==> src/rtl/sum_res_arbiter.sv <==
// Round-robin arbiter sharing one combinational add/sub datapath between two requesters.
// Registers the operands and result, then holds the result DISP_HOLD cycles for the display.
module sum_res_arbiter #(
  parameter int WIDTH     = 4,
  parameter int DISP_HOLD = 4
) (
  input  logic             clk,
  input  logic             rst,
  input  logic             req0_valid,
  input  logic [WIDTH-1:0] req0_a,
  input  logic [WIDTH-1:0] req0_b,
  input  logic             req0_sel,
  output logic             req0_ready,
  input  logic             req1_valid,
  input  logic [WIDTH-1:0] req1_a,
  input  logic [WIDTH-1:0] req1_b,
  input  logic             req1_sel,
  output logic             req1_ready,
  output logic [WIDTH-1:0] alu_a,
  output logic [WIDTH-1:0] alu_b,
  output logic             alu_sel,
  input  logic [WIDTH:0]   alu_res,
  output logic [WIDTH:0]   res,
  output logic             res_owner,
  output logic             res_valid,
  output logic             busy
);

  localparam int CW = (DISP_HOLD > 1) ? $clog2(DISP_HOLD) : 1;

  typedef enum logic [1:0] {IDLE, ISSUE, HOLD} state_t;

  state_t        state, state_nxt;
  logic [CW-1:0] cnt;
  logic          last, owner, grant, xfer;

  // Only one requester valid wins outright; on contention the one not served last wins.
  always_comb begin
    grant = req1_valid;
    if (req0_valid && req1_valid) grant = ~last;
  end

  // Gated by rst so neither port looks ready while reset is held.
  assign req0_ready = rst && (state == IDLE) && req0_valid && !grant;
  assign req1_ready = rst && (state == IDLE) && req1_valid &&  grant;
  assign xfer       = req0_ready || req1_ready;

  always_ff @(posedge clk or negedge rst) begin
    if (!rst) state <= IDLE;
    else      state <= state_nxt;
  end

  always_comb begin
    state_nxt = state;
    case (state)
      IDLE:    if (xfer) state_nxt = ISSUE;
      ISSUE:   state_nxt = HOLD;
      HOLD:    if (cnt == '0) state_nxt = IDLE;
      default: state_nxt = IDLE;
    endcase
  end

  always_comb begin
    busy = (state != IDLE);
  end

  always_ff @(posedge clk or negedge rst) begin
    if (!rst) begin
      alu_a   <= '0;
      alu_b   <= '0;
      alu_sel <= 1'b0;
      owner   <= 1'b0;
      last    <= 1'b1;
    end else if (xfer) begin
      alu_a   <= grant ? req1_a   : req0_a;
      alu_b   <= grant ? req1_b   : req0_b;
      alu_sel <= grant ? req1_sel : req0_sel;
      owner   <= grant;
      last    <= grant;
    end
  end

  always_ff @(posedge clk or negedge rst) begin
    if (!rst) begin
      res       <= '0;
      res_owner <= 1'b0;
      res_valid <= 1'b0;
      cnt       <= '0;
    end else begin
      res_valid <= 1'b0;
      if (state == ISSUE) begin
        res       <= alu_res;
        res_owner <= owner;
        res_valid <= 1'b1;
        cnt       <= CW'(DISP_HOLD - 1);
      end else if (state == HOLD && cnt != '0) begin
        cnt <= cnt - 1'b1;
      end
    end
  end

endmodule

==> config.mk <==
export PLATFORM = sky130hd
export DESIGN_NAME = sum_res_arbiter
export DESIGN_NICKNAME = d
export VERILOG_FILES = /design/src/rtl/sum_res_arbiter.sv
export SDC_FILE = /design/constraint.sdc
export NUM_CORES = 1
export LEC_CHECK = 0
export CAP_MARGIN = 20
export CORE_UTILIZATION = 43
export DETAILED_ROUTE_END_ITERATION = 10
export GPL_ROUTABILITY_DRIVEN = 0
export PLACE_DENSITY = 0.83
export SETUP_SLACK_MARGIN = 0.05
export SYNTH_ARGS = -nofsm -noshare
export SYNTH_HDL_FRONTEND = slang
export SYNTH_SLANG_ARGS = --single-unit
==> constraint.sdc <==
create_clock -name clk -period 2.7 [get_ports clk]
set_input_delay 0.405 -clock clk [delete_from_list [all_inputs] [get_ports clk]]
set_output_delay 0.405 -clock clk [all_outputs]
set_load 0.05 [all_outputs]
Yosys cells after proc, flatten, opt, wreduce, memory -nomap -nowiden

Index checks and enable logic that the tools add are counted.

Flip-flop bits (word level): 22
Input port bits: 27
Logic and storage cells: 41
Output and inout port bits: 19

$add $sub $neg: 1
Muxes and demuxes: 10
Reductions and logical operators: 15
Bitwise gates (word level): 1
Equal/unequal tests: 4

Operator list:

| operator                                         | count |
|---|---|
| two-way mux 2 bit                                | 4 |
| two-way mux 4 bit                                | 2 |
| logical AND 1 bit                                | 7 |
| one-hot mux 2 bit (3 select lines)               | 1 |
| nonzero test 2 bit                               | 3 |
| logical NOT 2 bit                                | 2 |
| inequality test 2 bit, second input constant     | 2 |
| two-way mux 1 bit                                | 3 |
| == test 2 x 1 -> 1 bit, second input constant    | 1 |
| == test 2 bit, second input constant             | 1 |
| AND reduction 2 bit                              | 1 |
| subtractor 2 x 1 -> 2 bit, second input constant | 1 |
| logical NOT 1 bit                                | 1 |
| logical OR 1 bit                                 | 1 |
| NOT 1 bit                                        | 1 |

Logic depth before layout (Yosys ltp)

Gate-level depths: netlist of the first run.

Depth in word-level cells: 7
Mapped depth: 5
Depth with buffers taken out: 5

Least setup slack after synthesis of the first run

Ideal clock, no wire load.

Path type: reg2out
From: register state[0]
To: output port req0_ready
Slack: 0.325 ns
Data arrival time: 1.970 ns
Stages on the path, launching flop included: 3
Path through: dfrtp_1 -> or3b_4 -> nor3_1

Word-level cells in the longest chain between the ends: 4

RTL lines:

| item                            | RTL line | RTL |
|---|---|---|
| from (decl)                     | 33       | `state_t state, state_nxt;` |
| from (signal assigned)          | 50       | `else state <= state_nxt;` |
| logical NOT 2 bit               | 44       | `assign req0_ready = rst && (state == IDLE) && req0_valid && !grant;` |
| logical AND 1 bit (3 in series) | 44       |  |
| to (decl)                       | 13       | `output logic req0_ready,` |

No other way between the ends.

Worst setup path in the final report of the first run

From: input port rst
To: output port req0_ready

Word-level cells in the longest chain between the ends: 3

RTL lines:

| item                            | RTL line | RTL |
|---|---|---|
| from (decl)                     | 8        | `input logic rst,` |
| logical AND 1 bit (3 in series) | 44       |  |

No other way between the ends.

==> metrics.txt, run 1 <==
Placeable Area 0.002062 mm^2; Synth Area per Inst 12.50 um^2; Leak Pwr 0.6231 nW; largest net degree at the start of global routing 24; power share of the combinational group 59.5%; period utilisation layout 84.03%; Worst R2R End res[4]$_DFFE_PN0P_; final hold vios 0; clock root buffer clkbuf_4; Synth Flop Type dfrtp_1; Max Cap Viol 0; area added between synthesis and finish 54.63%; Num CTS Buffers 3; wirelength, routed 2559 um; vias in the first global route 954; Post-synth ARST share 100.0%; chip width 49.92 um; Peak VDD IR 0.0009535 V; Multi-input gate area 404.1 um^2; Crit. End Element primary output; minimum clock period 2269 ps; final hold slack 474.2 ps; outcome complete, no violations; crit-path max cell delay 480 ps; unrepaired setup endpoints after global routing false; Sequential Area 551.8 um^2; HPWL after DPL 1961 um; synthesized area around 990 um^2; Internal 1.011 mW; Antenna Cells 0; DRC 0; Yosys reg bits 22; synthesized netlist cell count slightly below 80; CP top delay family simple AND/OR/NAND/NOR gates; CTS tree done; Worst Path Required 2300 ps; vias per cell 5.582; critical path depth 4; setup repair bufs after CTS 0; Cell Chain, Critical Path clkdlybuf4s50_1 > or3b_4 > nor3_1 > buf_12; Slew @ Worst Pin 600.3 ps; layout cells sized above 1 16.67%; CP startpoint kind primary input; Iteration-0 DRC Markers 16; sequential fraction of the synthesis area 55.89%; fin util roughly three quarters; Initial Util 47.88%; Reg clk slew, reported paths around 120 ps; worst-skew pair later-pin latency roughly 300 ps; placed instance area approximately 0.0015 mm^2; Post-CTS Hold Fix Bufs 0; total gr overflow 0; Max-slew headroom 59.90%; clock network power share 9.4%; final setup violating endpoints 0; r2r worst-path depth 3; switching pwr 0.8797 mW; first-pass GRT wire length 4195 um; clk sink count 22; PostCTS Resize Cnt 0; Mapped Nets 107; crit path DAT 1860 ps; crit-path max FO 4; Final #Nets between 150 and 200; Max Clock Skew 8.478 ps; post-route ant nets 0; die height 49.92 um; commonest non-fill, non-tap cell in the layout clkdlybuf4s50_1; fin area 0.001526 mm^2; Port Buffers 45; Net Sw Frac 46.52%; part of the power in registers ~31%; Critical Path Source rst; Die Area ~0.0025 mm^2; Power Density 1239 mW/mm^2; CP max-delay cell clkdlybuf4s50_1; Final Max Slew Viols 0; initial antenna violation count 0; global-route usage over all layers 23.09%; htree depth 1; Worst Setup EP req0_ready; Buf/Inv on CP 2; placement row count 16; via count 854; post-synthesis cell type count 27; r2r setup slk about 1200 ps; Pwr Total 1.891 mW; highest attainable clock frequency ~440 MHz; most frequent cells in the layout clkdlybuf4s50_1, dfrtp_1, o32ai_1, a2bb2oi_1, mux2_2; Critical R2R Launch state[0]$_DFFE_PN0P_; wire per inst ~17 um; DRT Pass-1 Iters 4; Post-synth EDFFs 0; crit path kind primary input to primary output; setup tns final 0 ps; number of fill cells 141; Max Root-Sink Buffers 2; Ports 46; type of the tightest min-delay check primary input to async pin; synth warn 0
metal layers:
layer	wire length, um	global-route usage (%)	part of all wire [%]
met1	1063	25.15	42
met2	1348	41.44	53
met4	58	12.38	2.3
met5	0	0	0
met3	89	4.630	3.5
cells in the mapped netlist (all sizes together) (2+ instances only):
master / number / share of area, %
mux2: 6 / 6.8
a2bb2oi: 9 / 8.0
dfrtp: 21 / 53
o32ai: 9 / 8.0
nor3: 3 / 1.5
nor2b: 2 / 1.3
or3b: 2 / 2.0
a21oi: 3 / 1.5
clkbuf: 3 / 1.1
inv: 4 / 1.5
nor2: 4 / 3.4
worst reg2reg max path: cells and delay by family, from the launching register on:
family	cells	cell delay, ps
simple gates	1	360
mux	1	400
buf+inv	1	140
flops	1	490
power groups by stage:
stage	Clock [mW]	Sequential, mW	Combinational (mW)
3_3_place_gp	0	0.581	1.10
6_report	0.179	0.588	1.12
3_5_place_dp	0	0.596	1.12
2_1_floorplan	0	0.969	0.354
5_1_grt	0.195	0.610	1.18
4_1_cts	0.183	0.587	1.13
layout make-up:
type                       count  area share (%)
multi-input combinational     49           26.48
sequential                    22           36.15
tap                           27           2.213
timing repair buffer          47           31.80
clock buffer                   4           2.377
inverter                       4          0.9836
cell families after synthesis:
group	count (synthesis)	synth area share, %
AND/OR/NAND/NOR	15	10.90
adder cells (fa/ha/maj)	1	1.267
buffers and inverters	8	3.168
AO/OA/AOI/OAI	27	21.93
multiplexers	6	6.844
flip-flops	22	55.89
how the worst min path moves through the flow:
stage	startpoint	to	slack (ps)	cells past startpoint
4_1_cts	rst	state[1]$_DFFE_PN0P_	480	2
6_report	rst	state[1]$_DFFE_PN0P_	470	2
5_1_grt	rst	state[1]$_DFFE_PN0P_	500	2
3_5_place_dp	res[3]$_DFFE_PN0P_	res[3]$_DFFE_PN0P_	500	1
3_3_place_gp	res[2]$_DFFE_PN0P_	res[2]$_DFFE_PN0P_	490	1
2_1_floorplan	rst	alu_a[0]$_DFFE_PN0P_	110	0
registers in the layout (all words and copies together) (netlist names), 2 cells and up:
name   cells
state      2
alu_a      4
cnt        2
res        5
alu_b      4
per-stage QoR:
stage	cells	worst slack, ps
final	153	431.2
after global routing	153	348.4
after CTS	153	420.5
after detailed placement	149	432.4
after global placement	149	485.2
after floorplan	79	324.9
(Power assumes the default switching activity.)
==> run 2: changes to the inputs <==
- CORE_UTILIZATION: 43 -> 36
- PLACE_DENSITY: 0.83 -> 0.74
- clock period: 2.7 -> 2.07 ns (I/O delays scaled with it)
==> run 2 against run 1 <==
  * Count of clock-buffer cells in the layout shrank 1
  * Flip-flop and latch count is the same
  * Global-route usage shrank 3.4 points
  * Sequential share of layout area shrank 0.82 points
  * Clock skew shrank 5.6 ps
  * Critical path depth shrank 1
==> metrics.txt, run 2 (synthesis results as in run 1) <==
outcome complete, no violations; Multi-input gate area about 420 um^2; wire per inst 15.97 um; Internal 1.414 mW; CTS tree done; setup tns final 0 ps; Final #Nets about 160; chip width 54.37 um; r2r worst-path depth 3; Max Root-Sink Buffers 2; placement row count 18; final hold vios 0; type of the tightest min-delay check primary input to async pin; clk sink count 22; Leak Pwr 0.6373 nW; Post-CTS Hold Fix Bufs 0; vias per cell 5.134; Reg clk slew, reported paths 120 ps; vias in the first global route 841; final setup violating endpoints 0; period utilisation layout 93.94%; crit path DAT around 1600 ps; Peak VDD IR 0.001080 V; number of fill cells between 200 and 250; final hold slack 367.1 ps; clock root buffer clkbuf_4; minimum clock period about 2000 ps; Port Buffers 45; CP startpoint kind flop; Max Cap Viol 0; via count 806; Ports 46; initial antenna violation count 0; Worst R2R End owner$_DFFE_PN0P_; layout cells sized above 1 20.47%; Critical R2R Launch state[0]$_DFFE_PN0P_; Die Area 0.002956 mm^2; Net Sw Frac 44.82%; Slew @ Worst Pin 518.8 ps; first-pass GRT wire length 3974 um; commonest non-fill, non-tap cell in the layout clkdlybuf4s50_1; DRC 0; clock network power share 12.7%; total gr overflow 0; setup repair bufs after CTS 0; Power Density 1633 mW/mm^2; flip-flop count of the largest register after layout 5; wirelength, routed 2508 um; Worst Path Required 1760 ps; crit path kind flop to primary output; Initial Util between 30% and 40%; area added between synthesis and finish 58.93%; Top Registers res x5, alu_a x4, alu_b x4; Max Clock Skew 2.852 ps; Reg with most FFs res; Antenna Cells 0; Placeable Area approximately 0.0025 mm^2; Num CTS Buffers 3; Crit. End Element primary output; power share of the combinational group 57.4%; r2r setup slk 600 ps; most frequent cells in the layout clkdlybuf4s50_1, dfrtp_1, o32ai_1, a2bb2oi_1, mux2_2; Sequential Area 554.3 um^2; highest attainable clock frequency 514.3 MHz; htree depth 1; worst-skew pair later-pin latency 300 ps; switching pwr 1.148 mW; largest net degree at the start of global routing 24; unrepaired setup endpoints after global routing false; DRT Pass-1 Iters 2; Max-slew headroom 65.31%; Iteration-0 DRC Markers 4; Final Max Slew Viols 0; global-route usage over all layers 19.65%; HPWL after DPL 1928 um; die height 54.37 um; post-route ant nets 0; part of the power in registers 29.9%; crit-path max FO 8; PostCTS Resize Cnt 1
-- run 2: worst max-delay path, cell delays in order (launching register included) --
cell,delay (ps)
dfrtp_2,480
or3b_4,480
nor3_4,220
buf_12,160
-- run 2: power by group through the flow --
stage               clock, mW  sequential [mW]  combinational [mW]
global placement            0            0.765                1.45
CTS                     0.336            0.766                1.47
floorplan                   0             1.26               0.465
finish                  0.325            0.765                1.47
detailed placement          0            0.774                1.47
global route            0.357            0.793                1.54
-- run 2: cell type report --
cell class	instances	share of cell area, %
Clock buffer	3	1.435
Clock inverter	1	1.914
Inverter	4	0.9569
Sequential cell	22	35.33
Tap cell	30	2.392
Timing Repair Buffer	48	31.34
Multi-Input combinational cell	49	26.63
-- run 2: worst max-delay path by stage --
stage	start	slack (ps)	depth (start not counted)	end
3_5_place_dp	rst	120	4	req1_ready
6_report	state[0]$_DFFE_PN0P_	130	3	req0_ready
4_1_cts	state[0]$_DFFE_PN0P_	60	3	req1_ready
5_1_grt	state[0]$_DFFE_PN0P_	70	3	req1_ready
3_3_place_gp	rst	130	4	req1_ready
2_1_floorplan	state[0]$_DFFE_PN0P_	180	2	req1_ready
-- run 2: per-layer routing --
metal	part of all wire, %	GRT usage [%]	vias up	wire [um]
li1	-	-	399	-
met1	43	24.34	394	1086
met2	54	34.76	13	1359
met3	2.5	5.278	0	62
met4	0	2.564	0	0
met5	0	0	-	0
-- run 2: per-stage QoR --
step / worst slack [ps] / instances / area, um^2 / power (mW) / util (%)
floorplan: 181.1 / 79 / 992.2 / 1.729 / -
global placement: 127.3 / 153 / 1506 / 2.214 / 59.19
detailed placement: 122.1 / 153 / 1506 / 2.248 / 59.19
CTS: 64.16 / 157 / 1558 / 2.574 / 61.21
global route: 65.14 / 157 / 1569 / 2.693 / 61.65
finish: 125.5 / 157 / 1569 / 2.562 / 61.65
==> run 3: changes to the inputs <==
- SLEW_MARGIN: unset -> 20
- TNS_END_PERCENT: unset -> 30
==> run 3 against run 2 <==
  * Design area decreased by 0.56%
  * Count of clock-buffer cells in the layout unchanged
  * Cell count unchanged
  * Maximum frequency decreased by 2.9%
  * Clock power about the same
  * Critical path depth unchanged
  * Non-clock buffer count unchanged
  * Flip-flop and latch count unchanged
  * Largest power group unchanged
==> metrics.txt, run 3 (synthesis results as in run 1) <==
outcome complete, no violations; final hold vios 0; Crit. End Element primary output; global-route usage over all layers just under 20%; CP max-delay cell dfrtp_1; clk sink count 22; Slew @ Worst Pin approximately 520 ps; placement row count 18; Net Sw Frac around 45%; Antenna Cells 0; CP top delay family simple AND/OR/NAND/NOR gates; setup repair bufs after CTS 0; largest net degree at the start of global routing 24; flip-flop count of the largest register after layout 5; Reg clk slew, reported paths 120 ps; die height 54.37 um; Ports 46; layout cells sized above 1 between 10% and 20%; final setup violating endpoints 0; Buf/Inv on CP 1; Max-slew headroom 65.25%; Pwr Total 2.553 mW; post-route ant nets 0; commonest non-fill, non-tap cell in the layout clkdlybuf4s50_1; worst-skew pair later-pin latency 310 ps; part of the power in registers 29.9%; first-pass GRT wire length between 3000 and 4000 um; chip width 54.37 um; unrepaired setup endpoints after global routing true; Post-Place Setup Slack 122.1 ps; wire per inst 15.98 um; Max Root-Sink Buffers 2; Cell Chain, Critical Path or3b_4 > nor3_2 > buf_12; HPWL after DPL 1928 um; Max Clock Skew 4.207 ps; Max Cap Viol 0; Worst Path Required between 1500 and 2000 ps; power share of the combinational group 57.4%; clock network power share between 10 and 15%; Final Max Slew Viols 0; via count 802; most frequent cells in the layout clkdlybuf4s50_1, dfrtp_1, o32ai_1, a2bb2oi_1, mux2_2; Reg with most FFs res; DRC 0; total gr overflow 0; period utilisation layout a little over nine tenths; crit path DAT approximately 1700 ps; final worst slack 67.05 ps; Final #Nets 156; Leak Pwr 0.6373 nW; area added between synthesis and finish 58.05%; Power Density 1636 mW/mm^2; CTS tree done; type of the tightest min-delay check primary input to async pin; Iteration-0 DRC Markers 4; Placeable Area about 0.0025 mm^2; crit-path max FO 8; minimum clock period 2003 ps; crit-path max cell delay 480 ps; wirelength, routed 2509 um; setup tns final 0 ps; clock root buffer clkbuf_4; initial antenna violation count 0; Num CTS Buffers 3; highest attainable clock frequency between 400 and 500 MHz; crit path kind flop to primary output; DRT Pass-1 Iters 3; htree depth 1; Post-CTS Hold Fix Bufs 0; Die Area slightly below 0.003 mm^2; Internal 1.409 mW; CP startpoint kind flop; Port Buffers 45; vias in the first global route about 840; Peak VDD IR 0.001080 V; switching pwr 1.144 mW; Top Registers res x5, alu_a x4, alu_b x4; Initial Util 38.79%; fin util 61.31%; vias per cell 5.108
## run 3: area by class of cell
class | instances | area, um^2
Multi-Input combinational cell | 49 | 411.6
Clock inverter | 1 | 30.03
Timing Repair Buffer | 48 | 491.7
Fill cell | 205 | 984.7
Clock buffer | 3 | 22.52
Tap cell | 30 | 37.54
Sequential cell | 22 | 551.8
Inverter | 4 | 15.01
## run 3: worst reg2reg max path, stage by stage (launching register included)
cell and delay [ps]:
dfrtp_1 480, or3b_4 490, and2_0 170, a211o_1 240
## run 3: power by group through the flow
stage,Sequential [mW],Clock (mW),Combinational [mW]
2_1_floorplan,1.26,0,0.465
3_3_place_gp,0.765,0,1.45
3_5_place_dp,0.774,0,1.47
4_1_cts,0.766,0.336,1.47
5_1_grt,0.790,0.357,1.54
6_report,0.763,0.325,1.47
## run 3: metrics by stage
| step | instances | hold WS (ps) | area, um^2 |
|---|---|---|---|
| after floorplan | 79 | 14.91 | 992.2 |
| final | 157 | 363.2 | 1560 |
| after global routing | 157 | 386.6 | 1560 |
| after detailed placement | 153 | 499.2 | 1506 |
| after CTS | 157 | 359.1 | 1558 |
| after global placement | 153 | 489.7 | 1506 |
## run 3: per-layer routing
metal	global-route usage (%)	wire, um	vias to the layer above
met1	24.34	1085	392
met4	2.564	0	0
met2	34.76	1360	13
met3	5.278	63	0
li1	-	-	397
met5	0	0	-
## run 3: worst paths after layout
path,startpoint,to,slack [ps],cells past startpoint
min in group clk,res[4]$_DFFE_PN0P_,res[4]$_DFFE_PN0P_,520,1
worst min register to register,res[4]$_DFFE_PN0P_,res[4]$_DFFE_PN0P_,520,1
worst min-delay path,rst,res_valid$_DFF_PN0_,360,2
max in group asynchronous,rst,last$_DFFE_PN1P_,1430,2
worst max-delay path,state[0]$_DFFE_PN0P_,req0_ready,70,3
worst max register to register,state[0]$_DFFE_PN0P_,owner$_DFFE_PN0P_,590,3
## run 3: timing repair
| item | in CTS | in global routing |
|---|---|---|
| hold endpoints to repair | 0 | 0 |
| resized for setup | 1 | 1 |
| setup endpoints to repair | 1 | 2 |
